**config.mk**
```make
export PLATFORM = sky130hd
export DESIGN_NAME = stream_rr_multiplexer
export DESIGN_NICKNAME = d
export VERILOG_FILES = /design/src/rtl/stream_rr_multiplexer.sv
export SDC_FILE = /design/constraint.sdc
export NUM_CORES = 1
export LEC_CHECK = 0
export ABC_AREA = 1
export BUFFER_PORTS_ARGS = -buffer_cell sky130_fd_sc_hd__buf_2
export CAP_MARGIN = 20
export CORE_MARGIN = 4
export CORE_UTILIZATION = 37
export DETAILED_ROUTE_END_ITERATION = 6
export GPL_TIMING_DRIVEN = 1
export PLACE_DENSITY = 0.76
export SYNTH_ARGS = -nofsm -noshare
export SYNTH_HDL_FRONTEND = slang
export SYNTH_SLANG_ARGS = --single-unit
```
**constraint.sdc**
```tcl
create_clock -name clk -period 2.1 [get_ports clk]
set_input_delay 0.105 -clock clk [delete_from_list [all_inputs] [get_ports clk]]
set_output_delay 0.105 -clock clk [all_outputs]
set_load 0.03 [all_outputs]
```
**src/rtl/stream_rr_multiplexer.sv**
```systemverilog
// N-to-1 round-robin valid/ready stream mux feeding one registered output stage; 1-cycle latency.
// Define LIBSTF_MUX_PACKET_LOCK_EN to hold the grant on one input until its i_last beat.
module stream_rr_multiplexer #(
   parameter int  N_STREAMS = 2,
   parameter type DATA_TYPE = logic [63:0],
   localparam int N_BITS    = (N_STREAMS > 1) ? $clog2(N_STREAMS) : 1
) (
   input  logic                 clk,
   input  logic                 rst,
   input  DATA_TYPE             i_data [N_STREAMS],
   input  logic [N_STREAMS-1:0] i_last,
   input  logic [N_STREAMS-1:0] i_valid,
   output logic [N_STREAMS-1:0] i_ready,
   output DATA_TYPE             o_data,
   output logic                 o_last,
   output logic [N_BITS-1:0]    o_select,
   output logic                 o_valid,
   input  logic                 o_ready
);

   logic                 o_valid_q, o_valid_d;
   logic                 o_last_q, o_last_d;
   logic [N_BITS-1:0]    o_select_q, o_select_d;
   DATA_TYPE             o_data_q, o_data_d;
   logic [N_BITS-1:0]    ptr_q, ptr_d;

   logic [N_STREAMS-1:0] eligible;
   logic [N_BITS-1:0]    grant, grant_hi, grant_lo, next_ptr;
   logic                 found_hi, found_lo;
   logic                 load, xfer, adv;

`ifdef LIBSTF_MUX_PACKET_LOCK_EN
   logic                 lock_q, lock_d;
   logic [N_BITS-1:0]    lock_id_q, lock_id_d;

   // While a packet is open only its source may compete.
   always_comb begin
      eligible = '0;
      if (lock_q) begin
         eligible[lock_id_q] = i_valid[lock_id_q];
      end else begin
         eligible = i_valid;
      end
   end

   always_comb begin
      lock_d    = lock_q;
      lock_id_d = lock_id_q;
      if (xfer) begin
         lock_d    = !i_last[grant];
         lock_id_d = grant;
      end
   end

   assign adv = i_last[grant];

   always_ff @(posedge clk or posedge rst) begin
      if (rst) begin
         lock_q    <= 1'b0;
         lock_id_q <= '0;
      end else begin
         lock_q    <= lock_d;
         lock_id_q <= lock_id_d;
      end
   end
`else
   assign eligible = i_valid;
   assign adv      = 1'b1;
`endif

   // Lowest eligible index at or above ptr wins; otherwise wrap to the lowest overall.
   always_comb begin
      found_hi = 1'b0;
      found_lo = 1'b0;
      grant_hi = '0;
      grant_lo = '0;
      for (int k = N_STREAMS - 1; k >= 0; k--) begin
         if (eligible[k]) begin
            grant_lo = N_BITS'(k);
            found_lo = 1'b1;
            if (k >= int'(ptr_q)) begin
               grant_hi = N_BITS'(k);
               found_hi = 1'b1;
            end
         end
      end
      grant    = found_hi ? grant_hi : grant_lo;
      next_ptr = (int'(grant) == N_STREAMS - 1) ? '0 : grant + 1'b1;
   end

   assign load = !o_valid_q || o_ready;
   assign xfer = load && found_lo;

   always_comb begin
      i_ready = '0;
      if (xfer) begin
         i_ready[grant] = 1'b1;
      end
   end

   always_comb begin
      o_valid_d  = o_valid_q;
      o_last_d   = o_last_q;
      o_select_d = o_select_q;
      o_data_d   = o_data_q;
      ptr_d      = ptr_q;
      if (load) begin
         o_valid_d = found_lo;
         if (found_lo) begin
            o_data_d   = i_data[grant];
            o_last_d   = i_last[grant];
            o_select_d = grant;
            if (adv) begin
               ptr_d = next_ptr;
            end
         end
      end
   end

   always_ff @(posedge clk or posedge rst) begin
      if (rst) begin
         o_valid_q  <= 1'b0;
         o_last_q   <= 1'b0;
         o_select_q <= '0;
         ptr_q      <= '0;
      end else begin
         o_valid_q  <= o_valid_d;
         o_last_q   <= o_last_d;
         o_select_q <= o_select_d;
         ptr_q      <= ptr_d;
      end
   end

   // Payload is qualified by o_valid, so it needs no reset.
   always_ff @(posedge clk) begin
      o_data_q <= o_data_d;
   end

   assign o_data   = o_data_q;
   assign o_last   = o_last_q;
   assign o_select = o_select_q;
   assign o_valid  = o_valid_q;

endmodule

```
==> results of run 1 <==
[power by group]
group / switching, W / internal, W / leakage (nW)
combinational: 0.000607 / 0.000262 / 1.46
clock: 0.000463 / 0.000416 / 0.0832
sequential: 0.0000384 / 0.00168 / 0.679
total: 0.00111 / 0.00236 / 2.22
[synth_stat cells]
master	count	share of area, %
nand2_1	201	25
edfxtp_1	64	65
buf_6	6	2.3
buf_4	5	1.3
inv_1	5	0.63
dfrtp_1	4	3.4
nor2_1	4	0.51
buf_2	3	0.51
inv_2	2	0.25
nand2_2	2	0.42
a21oi_1	1	0.17
nand3_1	1	0.17
[routing by layer]
layer | track usage [%] | vias up | routed length (um)
met3 | 6.82 | 8 | 900
met1 | 17.9 | 1160 | 2900
met5 | 0 | - | 0
li1 | - | 1352 | -
met4 | 5.11 | 0 | 88
met2 | 28.2 | 146 | 3750
[sequential cells by signal, summed over array words and instances, names as in the netlist]
signal / flops
o_data: 64
o_select: 1
o_valid: 1
ptr_q: 1
o_last: 1
[per-stage QoR]
stage	area, um^2	total power, W	setup slack, ps	util, %	std cells
floorplan	2970	0.00233	24.5	-	298
global placement	4010	0.00261	439	51.6	592
detailed placement	4010	0.00263	370	51.6	592
CTS	4180	0.00352	161	53.8	609
global route	4180	0.00367	30.9	53.8	609
finish	4180	0.00347	211	53.8	609
[area by class of cell]
type | count | area [um^2] | area share [%]
timing repair buffer | 207 | 1050 | 25.1
clock buffer | 10 | 128 | 3.05
sequential | 68 | 2020 | 48.4
tap | 102 | 128 | 3.05
clock inverter | 6 | 31.3 | 0.748
inverter | 7 | 32.5 | 0.778
multi-input combinational | 209 | 792 | 18.9
[repair_timing]
item,4_1_cts,5_1_grt
setup endpoints to repair,1,0
hold buffers,1,0
gates resized for setup,1,0
hold endpoints to repair,4,0
[worst min-delay path, cell delays in order]
cell     delay [ps]
buf_2            70
nand2_1          40
nand2_1          50
[worst max-delay path by stage]
stage	from	endpoint	slack (ps)	cells past startpoint
detailed placement	ptr_q	i_ready[0]	370	6
CTS	ptr_q	i_ready[1]	160	6
finish	ptr_q	i_ready[1]	210	6
floorplan	o_valid	o_data[0]	20	3
global placement	ptr_q	i_ready[0]	440	6
global route	ptr_q	i_ready[1]	30	6
[cell families after synthesis]
family	count (synthesis)
AO/OA/AOI/OAI	1
buffers and inverters	21
flip-flops	68
AND/OR/NAND/NOR	208
[cell usage in the layout, fill, tap and decap left out, drive strengths merged]
cell	count
dfrtp	4
buf	206
nand2	203
clkinvlp	2
dlygate4sd3	1
nand3	1
inv	6
edfxtp	64
clkinv	5
clkbuf	10
a21oi	1
nor2	4
==> flow_metrics.env, run 1 <==
export IMPL_yosysWarnings=0
export IMPL_worstPathMaxFanout=66
export IMPL_grt_pass1_wl_um=12200
export IMPL_grt_usage_pct=16.2
export IMPL_synth_top_family_by_area="simple AND/OR/NAND/NOR gates"
export IMPL_outcome="completed"
export IMPL_vias_per_cell=4.38
export IMPL_cp_required_ps=2000
export IMPL_fin_crit_sh_pct=90.0
export IMPL_first_pass_iters=5
export IMPL_path_class="reg -> out"
export IMPL_htreeDepth=3
export IMPL_cp_start_kind="flop"
export IMPL_worst_pin_slew_ps=629
export IMPL_relSlewSlack_pct=58.0
export IMPL_muxShareOfSynthArea_pct=0
export IMPL_routed_wl_um=7640
export IMPL_io_pins=204
export IMPL_drv_slew=0
export IMPL_final_hold_viol_count=0
export IMPL_synth_xor_area_share_pct=0
export IMPL_yosys_area_share_adder_pct=0
export IMPL_cp_cell_sequence="inv_2 > nand2_2 > nand2_2 > buf_4 > nor2_1 > buf_2"
export IMPL_insertion_delay_ps=320
export IMPL_critPathTopFamily="buffers and inverters"
export IMPL_synth_compound_area_share_pct=0.169
export IMPL_hpwlAfterDp_um=5790
export IMPL_drt_iter0_drc=58
export IMPL_min_to="o_data[13]"
export IMPL_synthDistinctLibCells=12
export IMPL_vias=2666
export IMPL_holdWs_ps=36.1
export IMPL_die_area_um2=9500
export IMPL_fin_setup_tns_ps=0
export IMPL_die_h_um=97.4
export IMPL_grt_max_degree=67
export IMPL_cts_buffers=9
export IMPL_p_leak_nw=2.22
export IMPL_worst_r2r_endpoint="o_data[1]"
export IMPL_cts_root_buf="clkbuf_8"
export IMPL_drcViolationCount=0
export IMPL_fmax_mhz=529
export IMPL_max_stage_delay_ps=520
export IMPL_fin_skew_ps=6.20
export IMPL_antenna_cells=0
export IMPL_core_um2=7770
export IMPL_synth_area_per_cell_um2=9.93
export IMPL_drive_above_1_share_pct=44.6
export IMPL_postCtsSetupBuffers=0
export IMPL_wl_per_cell_um=12.5
export IMPL_layout_nets=637
export IMPL_rows=32
export IMPL_num_fill_cells=731
export IMPL_ant_nets=0
export IMPL_cts_sink_count=68
export IMPL_worstHoldPathType="in -> reg"
export IMPL_rsz0062_at_grt="false"
export IMPL_die_x_um=97.4
export IMPL_syn_nets=433
export IMPL_synthSimpleGateAreaFrac_pct=26.6
export IMPL_maxCapViolCount=0
export IMPL_finalSetupViolCount=0
export IMPL_seq_area_frac_synth_pct=68.3
export IMPL_power_density_nw_per_um2=830
export IMPL_critPathSlowestCell="buf_4"
export IMPL_antenna_found_initial=0
export IMPL_ir_worst_vdd_mv=0.409
export IMPL_grt_pass1_vias=2625
export IMPL_clk_path_buf_depth=2
export IMPL_synthCells=298
export IMPL_synth_area_um2=2960
export IMPL_worst_path_buf_inv=3
export IMPL_min_delay_start="i_data[13]"
export IMPL_crit_path_frequent_cell="nand2_2"
export IMPL_worstPathArrival_ps=1780
export IMPL_io_buffer_count=203
export IMPL_period_minus_slack_ps=1890
export IMPL_r2r_cells=4
export IMPL_cts_tree="yes"
export IMPL_synth_seq_cells=68
export IMPL_rrSetupSlack_ps=540
export IMPL_rr_startpoint="o_valid"
export IMPL_area_growth_pct=41.3
export IMPL_clk_pin_slew_ps=80
export IMPL_hold_depth=3
export IMPL_start_util_pct=38.1
export IMPL_routabilityCongestion=0.894
export IMPL_end_kind="output port"
export IMPL_gr_total_overflow=0
Note: power is estimated with default switching activity, not from simulation.
==> run 2: changes to the inputs <==
--- a/config.mk
+++ b/config.mk
@@ -7,12 +7,12 @@
 export LEC_CHECK = 0
 export ABC_AREA = 1
 export BUFFER_PORTS_ARGS = -buffer_cell sky130_fd_sc_hd__buf_2
-export CAP_MARGIN = 20
+export CAP_MARGIN = 25
 export CORE_MARGIN = 4
 export CORE_UTILIZATION = 37
 export DETAILED_ROUTE_END_ITERATION = 6
 export GPL_TIMING_DRIVEN = 1
-export PLACE_DENSITY = 0.76
+export PLACE_DENSITY = 0.88
 export SYNTH_ARGS = -nofsm -noshare
 export SYNTH_HDL_FRONTEND = slang
 export SYNTH_SLANG_ARGS = --single-unit
==> flow_metrics.env, run 2 (synthesis gave the netlist of run 1 again) <==
export IMPL_outcome="completed"
export IMPL_rows=32
export IMPL_htreeDepth=3
export IMPL_num_fill_cells=671
export IMPL_insertion_delay_ps=330
export IMPL_grt_pass1_wl_um=12400
export IMPL_final_common_cell="buf_2"
export IMPL_start_util_pct=38.1
export IMPL_worstHoldPathType="in -> reg"
export IMPL_path_class="reg -> out"
export IMPL_die_x_um=97.4
export IMPL_io_pins=204
export IMPL_largest_register_ffs=64
export IMPL_cp_cell_sequence="nand2_1 > nand2_1 > nor2_1 > buf_2"
export IMPL_vias_per_cell=4.43
export IMPL_gr_total_overflow=0
export IMPL_end_kind="output port"
export IMPL_worstPathArrival_ps=1410
export IMPL_die_h_um=97.4
export IMPL_die_area_um2=9500
export IMPL_rrSetupSlack_ps=610
export IMPL_drv_slew=0
export IMPL_antenna_cells=0
export IMPL_fin_skew_ps=9.35
export IMPL_cts_root_buf="clkbuf_8"
export IMPL_p_leak_nw=2.25
export IMPL_grt_usage_pct=16.3
export IMPL_layout_nets=638
export IMPL_crit_path_frequent_cell="nand2_1"
export IMPL_rr_startpoint="o_valid"
export IMPL_cp_start_kind="flop"
export IMPL_ant_nets=0
export IMPL_worst_path_buf_inv=1
export IMPL_hpwlAfterDp_um=5920
export IMPL_area_growth_pct=43.4
export IMPL_ir_worst_vdd_mv=0.471
export IMPL_critPathTopFamily="simple AND/OR/NAND/NOR gates"
export IMPL_wl_per_cell_um=12.6
export IMPL_worst_r2r_endpoint="o_data[7]"
export IMPL_cts_tree="yes"
export IMPL_rsz0062_at_grt="false"
export IMPL_vias=2695
export IMPL_postLayoutCoreUtil_pct=54.7
export IMPL_core_um2=7770
export IMPL_routabilityCongestion=0.915
export IMPL_setup_worst_path_start="o_valid"
export IMPL_first_pass_iters=5
export IMPL_final_cell_mix="buf_2 (203), nand2_1 (201), edfxtp_1 (64), clkbuf_8 (9)"
export IMPL_r2r_cells=4
export IMPL_antenna_found_initial=0
export IMPL_fin_crit_sh_pct=72.1
export IMPL_routed_wl_um=7680
export IMPL_io_buffer_count=203
export IMPL_relSlewSlack_pct=58.6
export IMPL_endpoint="i_ready[0]"
export IMPL_drt_iter0_drc=41
export IMPL_worstPathMaxFanout=6
export IMPL_drcViolationCount=0
export IMPL_maxCapViolCount=0
export IMPL_cts_buffers=9
export IMPL_path_depth=4
export IMPL_critPathSlowestCell="dfrtp_2"
export IMPL_cp_required_ps=2000
export IMPL_grt_max_degree=66
export IMPL_grt_pass1_vias=2701
export IMPL_cts_sink_count=68
export IMPL_drive_above_1_share_pct=44.8
export IMPL_clk_pin_slew_ps=70
export IMPL_postCtsSetupBuffers=0
export IMPL_clk_path_buf_depth=2
export IMPL_final_hold_viol_count=0
export IMPL_period_minus_slack_ps=1510
export IMPL_max_stage_delay_ps=400
export IMPL_fmax_mhz=660
export IMPL_power_density_nw_per_um2=874
export IMPL_worst_pin_slew_ps=621
export IMPL_fin_setup_tns_ps=0
export IMPL_finalSetupViolCount=0
[run 2: cell types whose count changed in the layout (fill, tap and decap cells not counted)]
cell,delta
clkinv_2,-2
clkinv_1,-1
bufinv_16,+2
inv_4,-1
buf_12,+1
inv_2,+1
[run 2: what timing repair did]
action,CTS,global route
gates resized for setup,0,0
hold buffers,1,0
endpoints found under the hold margin,4,0
[run 2: stage by stage]
| step | cell area [um^2] | total power, W | hold slack (ps) | std cells | setup slack [ps] |
|---|---|---|---|---|---|
| 2_1_floorplan | 2970 | 0.00233 | -129 | 298 | 24.5 |
| 5_1_grt | 4250 | 0.00392 | 11.6 | 609 | 444 |
| 3_3_place_gp | 4030 | 0.00261 | 1.18 | 593 | 704 |
| 6_report | 4250 | 0.00371 | 33.2 | 609 | 585 |
| 4_1_cts | 4250 | 0.00377 | 12.4 | 609 | 560 |
| 3_5_place_dp | 4030 | 0.00264 | -3.01 | 593 | 626 |
[run 2: layout make-up]
type / instances / area, um^2 / area share [%]
timing repair buffer: 208 / 1070 / 25.2
inverter: 7 / 30.0 / 0.707
tap: 102 / 128 / 3.01
sequential: 68 / 2020 / 47.6
clock inverter: 5 / 77.6 / 1.83
multi-input combinational: 209 / 792 / 18.7
clock buffer: 10 / 128 / 3.01
[run 2: power breakdown]
group | switching (W) | internal, W | total [W]
clock network | 0.000455 | 0.000658 | 0.00111
logic | 0.000608 | 0.000269 | 0.000877
registers | 0.0000401 | 0.00168 | 0.00172
total | 0.00110 | 0.00261 | 0.00371
[run 2: metal layers]
layer  vias up  part of all wire [%]  global-route usage [%]
met1      1182                    37                    17.5
met2       150                    49                    28.1
met4         0                   1.5                    6.07
li1       1354                     -                       -
met3         9                    12                    7.39
met5         -                     0                       0
[run 2: how the worst min path moves through the flow]
stage / startpoint / end / slack (ps) / depth (start not counted)
final: i_data[1] / o_data[1] / 30 / 3
after global routing: i_data[27] / o_data[27] / 10 / 3
after CTS: i_data[26] / o_data[26] / 10 / 3
after detailed placement: rst / o_select / -3 / 2
after global placement: rst / o_select / 1 / 2
after floorplan: rst / o_last / -130 / 1
[run 2: worst min-delay path: stages]
cell	delay [ps]
buf_2	80
nand2_1	40
nand2_1	50
==> run 3: changes to the inputs <==
--- a/config.mk
+++ b/config.mk
@@ -9,10 +9,10 @@
 export BUFFER_PORTS_ARGS = -buffer_cell sky130_fd_sc_hd__buf_2
 export CAP_MARGIN = 25
 export CORE_MARGIN = 4
-export CORE_UTILIZATION = 37
+export CORE_UTILIZATION = 41
 export DETAILED_ROUTE_END_ITERATION = 6
 export GPL_TIMING_DRIVEN = 1
-export PLACE_DENSITY = 0.88
+export PLACE_DENSITY = 0.92
 export SYNTH_ARGS = -nofsm -noshare
 export SYNTH_HDL_FRONTEND = slang
 export SYNTH_SLANG_ARGS = --single-unit
==> constraint.sdc (replaced) <==
create_clock -name clk -period 1.4 [get_ports clk]
set_input_delay 0.07 -clock clk [delete_from_list [all_inputs] [get_ports clk]]
set_output_delay 0.07 -clock clk [all_outputs]
set_load 0.03 [all_outputs]
==> flow_metrics.env, run 3 (synthesis gave the netlist of run 1 again) <==
export IMPL_outcome="completed"
export IMPL_routabilityCongestion=0.772
export IMPL_drt_iter0_drc=83
export IMPL_rows=30
export IMPL_first_pass_iters=5
export IMPL_cts_buffers=9
export IMPL_relSlewSlack_pct=79.7
export IMPL_vias_per_cell=4.60
export IMPL_grt_pass1_vias=2926
export IMPL_grt_pass1_wl_um=13400
export IMPL_critPathTopFamily="buffers and inverters"
export IMPL_fin_skew_ps=7.16
export IMPL_fin_crit_sh_pct=99.0
export IMPL_period_minus_slack_ps=1390
export IMPL_p_leak_nw=2.44
export IMPL_power_density_nw_per_um2=1200
export IMPL_largest_register_ffs=64
export IMPL_ant_nets=0
export IMPL_clk_pin_slew_ps=70
export IMPL_worst_r2r_endpoint="o_data[42]"
export IMPL_cp_cell_sequence="inv_2 > nand2_2 > nand2_4 > buf_4 > bufbuf_16 > nand2_1 > nand2_1"
export IMPL_switchingPower_w=0.00170
export IMPL_wl_per_cell_um=14.1
export IMPL_rsz0062_at_grt="true"
export IMPL_rr_startpoint="ptr_q"
export IMPL_hpwlAfterDp_um=6270
export IMPL_cp_start_kind="flop"
export IMPL_critPathSlowestCell="dfrtp_1"
export IMPL_timing_final_ws_setup_ps=13.6
export IMPL_path_class="reg -> reg"
export IMPL_vias=2927
export IMPL_worst_pin_slew_ps=304
export IMPL_insertion_delay_ps=320
export IMPL_cts_sink_count=68
export IMPL_cts_root_buf="clkbuf_8"
export IMPL_netSwitchingFraction_pct=30.6
export IMPL_area_growth_pct=56.6
export IMPL_final_hold_viol_count=0
export IMPL_die_x_um=93.0
export IMPL_htreeDepth=3
export IMPL_num_fill_cells=527
export IMPL_rrSetupSlack_ps=10
export IMPL_path_depth=7
export IMPL_drv_slew=0
export IMPL_setup_worst_path_start="ptr_q"
export IMPL_clk_path_buf_depth=2
export IMPL_grt_max_degree=40
export IMPL_io_pins=204
export IMPL_core_um2=6910
export IMPL_end_kind="flop"
export IMPL_maxCapViolCount=0
export IMPL_final_cell_mix="buf_2 (201), nand2_1 (199), edfxtp_1 (64), dlygate4sd3_1 (25), clkbuf_8 (9)"
export IMPL_antenna_found_initial=0
export IMPL_place_area_um2=4070
export IMPL_cp_required_ps=1480
export IMPL_worst_path_buf_inv=3
export IMPL_r2r_cells=7
export IMPL_internal_power_w=0.00387
export IMPL_pwr_share_comb_pct=27.1
export IMPL_final_common_cell="buf_2"
export IMPL_endpoint="o_data[42]"
export IMPL_layout_nets=670
export IMPL_routed_wl_um=8970
export IMPL_worstHoldPathType="in -> reg"
export IMPL_finalSetupViolCount=0
export IMPL_worstPathMaxFanout=18
export IMPL_grt_usage_pct=20.0
export IMPL_fmax_mhz=721
export IMPL_gr_total_overflow=0
export IMPL_clock_power_share_pct=26.5
export IMPL_drcViolationCount=0
export IMPL_ir_worst_vdd_mv=0.684
export IMPL_drive_above_1_share_pct=44.4
export IMPL_finalInstanceArea_um2=4640
export IMPL_worstPathArrival_ps=1460
export IMPL_power_frac_seq_pct=46.4
export IMPL_start_util_pct=42.9
export IMPL_crit_path_frequent_cell="nand2_1"
export IMPL_die_h_um=93.0
export IMPL_io_buffer_count=203
export IMPL_cts_tree="yes"
export IMPL_max_stage_delay_ps=360
export IMPL_die_area_um2=8640
export IMPL_antenna_cells=0
export IMPL_post_place_ws_ps=154
==> run 3: worst min-delay path, delay by kind of cell <==
kind | cells | cell delay [ps]
AND/OR/NAND/NOR | 2 | 90
buffers and inverters | 1 | 80
==> run 3: final cells by class <==
cell class	count	area, um^2	area share, %
multi-input cells	209	822	17.7
inverters	7	32.5	0.702
clock inverters	6	55.1	1.19
clock buffers	10	128	2.75
flip-flops and latches	68	2020	43.6
repair buffers	240	1460	31.4
well taps	96	120	2.59
==> run 3: per-layer routing <==
metal | GRT usage, % | vias to the layer above | wire [um]
li1 | - | 1420 | -
met1 | 22.1 | 1328 | 3270
met2 | 36.1 | 161 | 4640
met3 | 5.15 | 18 | 859
met4 | 8.55 | 0 | 204
met5 | 0 | - | 0
==> run 3: how the worst min path moves through the flow <==
stage	slack (ps)	from	cells past startpoint	endpoint
floorplan	-160	rst	1	o_last
global route	6	i_data[15]	3	o_data[15]
detailed placement	-40	rst	2	o_select
CTS	0.02	i_data[38]	3	o_data[38]
finish	20	i_data[38]	3	o_data[38]
global placement	-40	rst	2	o_select
==> run 3: power groups by stage <==
| stage | clock network [W] | logic (W) | registers [W] |
|---|---|---|---|
| 2_1_floorplan | 0 | 0.000400 | 0.00310 |
| 3_3_place_gp | 0 | 0.00132 | 0.00262 |
| 3_5_place_dp | 0 | 0.00136 | 0.00263 |
| 4_1_cts | 0.00153 | 0.00150 | 0.00259 |
| 5_1_grt | 0.00162 | 0.00162 | 0.00261 |
| 6_report | 0.00147 | 0.00151 | 0.00259 |
==> run 3: metrics by stage <==
step	std cells	power [W]	utilization, %	hold slack [ps]	TNS [ps]
3_3_place_gp	589	0.00394	59.0	-40.5	0
6_report	636	0.00557	67.1	18.3	0
5_1_grt	636	0.00585	67.1	6.27	-82.6
3_5_place_dp	589	0.00399	59.0	-40.3	0
4_1_cts	633	0.00562	66.9	0.0241	-11.0
2_1_floorplan	298	0.00350	-	-164	-36600
==> run 3: what timing repair did <==
action                                  CTS  global route
pin swaps                                 1             4
gates resized for setup                  12             1
hold buffers                             24             1
gates cloned                              2             0
endpoints found under the setup margin    2            18
setup buffers                             2             3
hold endpoints to repair                 19             1
